===== config.mk =====
export PLATFORM = sky130hd
export DESIGN_NAME = mult_share_arbiter
export DESIGN_NICKNAME = d
export VERILOG_FILES = /design/src/rtl/mult_share_arbiter.sv
export SDC_FILE = /design/constraint.sdc
export NUM_CORES = 2
export LEC_CHECK = 0
export ABC_AREA = 1
export CAP_MARGIN = 20
export CORE_ASPECT_RATIO = 0.75
export CORE_UTILIZATION = 55
export CTS_CLUSTER_SIZE = 12
export DETAILED_ROUTE_END_ITERATION = 10
export PLACE_DENSITY_LB_ADDON = 0.25
export RECOVER_POWER = 25
export SLEW_MARGIN = 20
export SYNTH_ARGS = -nofsm -noshare
export SYNTH_HDL_FRONTEND = slang
export SYNTH_SLANG_ARGS = --single-unit

===== constraint.sdc =====
create_clock -name clk -period 9.3 [get_ports clk]
set_clock_uncertainty 0.2 [all_clocks]
set_input_delay 1.395 -clock clk [delete_from_list [all_inputs] [get_ports clk]]
set_output_delay 1.395 -clock clk [all_outputs]
set_load 0.01 [all_outputs]

===== src/rtl/mult_share_arbiter.sv =====
// mult_share_arbiter
//   Shares one combinational signed 32x32 multiplier between two requesters.
//   Requests are arbitrated round-robin in IDLE. The winner's operands are
//   registered and held for CALC_CYCLES cycles so the multiplier can be timed
//   as a multicycle path. The 64-bit product is then held on a valid/ready
//   response port, tagged with the id of the requester that owns it.
//
//   Ports:
//     clk, rst                 clock (rising edge), synchronous active-high reset
//     req0_valid/ready/a/b     requester 0 operand handshake and operands
//     req1_valid/ready/a/b     requester 1 operand handshake and operands
//     rsp_valid/ready          product handshake
//     rsp_id                   requester that owns rsp_p
//     rsp_p                    signed 2*WIDTH product
//     busy                     high whenever the FSM is not in IDLE
//
//   WIDTH must be 32 (fixed by simple_multiplier); CALC_CYCLES in 1..15.

module simple_multiplier (
  input  logic [31:0] a,
  input  logic [31:0] b,
  output logic [63:0] p
);
  // Sign-extend both operands to 64 bits so the product is exact.
  assign p = 64'($signed(a)) * 64'($signed(b));
endmodule

module mult_share_arbiter #(
  parameter int WIDTH       = 32,
  parameter int CALC_CYCLES = 1
) (
  input  logic               clk,
  input  logic               rst,
  input  logic               req0_valid,
  output logic               req0_ready,
  input  logic [WIDTH-1:0]   req0_a,
  input  logic [WIDTH-1:0]   req0_b,
  input  logic               req1_valid,
  output logic               req1_ready,
  input  logic [WIDTH-1:0]   req1_a,
  input  logic [WIDTH-1:0]   req1_b,
  output logic               rsp_valid,
  input  logic               rsp_ready,
  output logic               rsp_id,
  output logic [2*WIDTH-1:0] rsp_p,
  output logic               busy
);

  typedef enum logic [1:0] {
    IDLE,
    CALC,
    RESP
  } state_t;

  localparam int CW = 4;

  state_t             state;
  logic [CW-1:0]      cnt;
  logic               rr;
  logic [WIDTH-1:0]   op_a;
  logic [WIDTH-1:0]   op_b;
  logic [2*WIDTH-1:0] product;
  logic               gnt0;
  logic               gnt1;

  simple_multiplier u_mul (
    .a (op_a),
    .b (op_b),
    .p (product)
  );

  // Grant is only offered in IDLE. With both requesters valid, rr picks the
  // winner; rr is flipped away from the last served requester on each response.
  // Ready is masked during reset so no requester believes it was accepted on
  // an edge where the reset discards the transaction.
  always_comb begin
    gnt0 = 1'b0;
    gnt1 = 1'b0;
    if (state == IDLE && !rst) begin
      if (req0_valid && (!req1_valid || !rr)) begin
        gnt0 = 1'b1;
      end else if (req1_valid) begin
        gnt1 = 1'b1;
      end
    end
  end

  assign req0_ready = gnt0;
  assign req1_ready = gnt1;
  assign busy       = (state != IDLE);

  always_ff @(posedge clk) begin
    if (rst) begin
      state     <= IDLE;
      rr        <= 1'b0;
      op_a      <= '0;
      op_b      <= '0;
      cnt       <= '0;
      rsp_valid <= 1'b0;
      rsp_id    <= 1'b0;
      rsp_p     <= '0;
    end else begin
      case (state)
        IDLE: begin
          if (gnt0 || gnt1) begin
            op_a   <= gnt1 ? req1_a : req0_a;
            op_b   <= gnt1 ? req1_b : req0_b;
            rsp_id <= gnt1;
            cnt    <= CW'(CALC_CYCLES - 1);
            state  <= CALC;
          end
        end
        CALC: begin
          if (cnt != '0) begin
            cnt <= cnt - 1'b1;
          end else begin
            rsp_p     <= product;
            rsp_valid <= 1'b1;
            state     <= RESP;
          end
        end
        RESP: begin
          if (rsp_ready) begin
            rsp_valid <= 1'b0;
            rr        <= ~rsp_id;
            state     <= IDLE;
          end
        end
        default: state <= IDLE;
      endcase
    end
  end

endmodule


==> impl_metrics.env <==
export IMPL_die_height_um=249
export IMPL_synth_common_cells="inv_1, nand2_1, fa_1"
export IMPL_post_route_min_period_ps=8160
export IMPL_grt_pass1_wl_um=204000
export IMPL_tightest_slew_ps=1830
export IMPL_dpl_hpwl_um=104000
export IMPL_nFillCells=7381
export IMPL_final_nets=7280
export IMPL_cts_clk_slew_worst_paths_ps=80
export IMPL_synth_net_count=7294
export IMPL_die_area_mm2=0.0823
export IMPL_root_buffer="clkbuf_16"
export IMPL_required_ps=9500
export IMPL_grt_pass1_vias=37300
export IMPL_cp_end_kind="flip-flop"
export IMPL_hold_viol=0
export IMPL_slew_headroom=-0.221
export IMPL_cts_hold_buffers=0
export IMPL_multiInputGateArea_mm2=0.0339
export IMPL_violations="max-capacitance violations, max-slew violations"
export IMPL_yosysUniqueCellTypes=38
export IMPL_arrival_ps=8360
export IMPL_hold_depth=2
export IMPL_track_usage=0.319
export IMPL_fin_cells=6950
export IMPL_regArea_mm2=0.00276
export IMPL_yosysSeqAreaShare=0.0615
export IMPL_cts_setup_buffers=0
export IMPL_layout_drive_gt1_share=0.0322
export IMPL_hp_class="flip-flop to flip-flop"
export IMPL_via_count=35100
export IMPL_routed_wl_um=123000
export IMPL_wl_met2_um=55100
export IMPL_post_cts_resized=0
export IMPL_post_route_period_util=0.877
export IMPL_yosys_register_bits=137
export IMPL_hold_start="rsp_valid"
export IMPL_tritoncts="yes"
export IMPL_syn_inst=5893
export IMPL_yosys_warnings=0
export IMPL_first_iter_violations=2604
export IMPL_grt_max_degree=89
export IMPL_yosysTopAreaCellShare=0.485
export IMPL_cts_buffers=17
export IMPL_synth_edf_count=0
export IMPL_rr_worst_depth=26
export IMPL_setup_viol=0
export IMPL_place_area_mm2=0.0473
export IMPL_via_per_inst=5.05
export IMPL_synth_most_common_cell="inv_1"
export IMPL_netlist_area_mm2=0.0446
export IMPL_avgSynthCellArea_um2=7.57
export IMPL_async_flop_share=0
export IMPL_core_region_area_mm2=0.0804
export IMPL_max_vdd_ir_drop_uv=182
export IMPL_r2r_start="op_a[31]"
export IMPL_overflow=0
export IMPL_num_io_pins=202
export IMPL_r2r_slack_ps=1140
export IMPL_p_leak_nw=28.5
export IMPL_synthFlopType="dfxtp_1"
export IMPL_min_to="rsp_valid"
export IMPL_fp_dieW_um=331
export IMPL_cts_sinks=137
export IMPL_clockBufferDepth=2
export IMPL_post_route_cell_area_mm2=0.0480
export IMPL_dp_cells=6918
export IMPL_finalPower_mw=7.63
export IMPL_port_buffers=201
export IMPL_globalplace_congestion=0.958
export IMPL_maxCapViolCount=1
export IMPL_insertion_delay_ps=490
export IMPL_r2r_end="rsp_p[58]"
export IMPL_drc=0
export IMPL_wl_per_cell_um=17.7
export IMPL_rsz0062_at_grt="no"
export IMPL_antenna_cells=0
export IMPL_row_count=90
export IMPL_top_layer_used="met4"
export IMPL_max_freq_ghz=0.123
export IMPL_syn2layout_area_growth_pct=7.46
export IMPL_start_kind="flip-flop"
export IMPL_start_util=0.555
export IMPL_antenna_found_initial=0
export IMPL_finalMaxSlewViolations=35
export IMPL_powerDensity_mw_per_mm2=159
export IMPL_final_antenna_net_count=0
export IMPL_status="finished with violations"
export IMPL_synth_top_area_cell="fa_1"
export IMPL_wl_met1_um=53700
export IMPL_critPathMaxFanout=25
export IMPL_htree_num_levels=4
export IMPL_netlist_top_cells_area="fa_1, inv_1, nand2_1"
export IMPL_fin_tns_setup_ps=0
export IMPL_criticalPathCategory="flip-flop to flip-flop"
export IMPL_met3_length_um=10100
export IMPL_drtPass1Iterations=8
==> cells in the final DEF (no fill, tap or decap), types with 10 or more instances in the layout <==
cell type / netlist / layout
o21bai_1: 10 / 10
dfxtp_1: 137 / 125
a31oi_1: 59 / 59
inv_1: 1808 / 1808
nor2_1: 217 / 217
ha_1: 186 / 186
xor2_1: 22 / 22
dlygate4sd3_1: 0 / 47
dfxtp_2: 0 / 12
a21oi_1: 65 / 65
nand4_1: 14 / 14
nand3_1: 107 / 107
o21ai_0: 43 / 43
clkbuf_16: 0 / 17
nand2_1: 1722 / 1721
clkdlybuf4s50_1: 0 / 153
nor2_2: 18 / 18
buf_4: 4 / 70
nand3_2: 15 / 15
fa_1: 1082 / 1081
nand2_2: 15 / 16
or2_2: 10 / 10
==> state kept, by name (all words and copies together), names as in the netlist <==
register / flops
cnt: 4
rsp_valid: 1
state: 2
rsp_p: 64
rr: 1
rsp_id: 1
op_a: 32
op_b: 32
==> worst max-delay path by stage <==
stage / start / endpoint / cells after the start
global route: op_a[31] / rsp_p[62] / 25
floorplan: op_a[31] / rsp_p[50] / 30
finish: op_a[31] / rsp_p[58] / 26
detailed placement: op_a[31] / rsp_p[49] / 27
CTS: op_a[31] / rsp_p[49] / 27
global placement: op_a[31] / rsp_p[49] / 27
==> critical path, stage by stage, from the launching register on <==
cell	delay, ps
dfxtp_1	510
buf_4	370
nand2_1	210
fa_1	650
fa_1	920
inv_1	110
fa_1	680
inv_1	240
fa_1	500
fa_1	540
inv_1	50
fa_1	470
inv_1	50
fa_1	470
inv_1	50
fa_1	440
ha_1	390
a21oi_1	230
o21ai_0	170
a21oi_1	220
nand2_1	90
a21oi_1	170
nand2_1	70
nand2_1	60
nand3_1	60
nand2_1	80
inv_1	40
==> logic make-up after synthesis <==
kind of cell    count (synthesis)  share of synthesized area
xor+xnor                       31                    0.00608
buf+inv                      2118                      0.179
flops                         137                     0.0615
fa+ha+maj                    1268                      0.538
simple gates                 2140                      0.190
compound gates                199                     0.0255
==> where the power goes <==
group / switching [mW] / internal, mW / leakage (nW)
clock: 0.370 / 0.445 / 0.310
combinational: 3.63 / 2.10 / 27.1
sequential: 0.333 / 0.753 / 1.13
==> layer usage <==
layer | global-route usage | up-vias
li1 | - | 16200
met1 | 0.456 | 17300
met2 | 0.495 | 1389
met3 | 0.0577 | 194
met4 | 0.103 | 0
met5 | 0 | -
==> layout make-up <==
type / instances / share of cell area
Clock buffer: 19 / 0.00944
Clock inverter: 13 / 0.00384
Inverter: 1814 / 0.142
Multi-Input combinational cell: 3638 / 0.707
Sequential cell: 137 / 0.0575
Tap cell: 1058 / 0.0276
Timing Repair Buffer: 271 / 0.0528
==> per-stage QoR <==
step,worst slack (ps),hold WS [ps],utilization
finish,1140,271,0.596
global route,589,297,0.596
CTS,990,272,0.596
detailed placement,1030,259,0.589
global placement,1230,253,0.589
floorplan,1890,276,-
No activity file was read; power rests on OpenSTA's default activity.
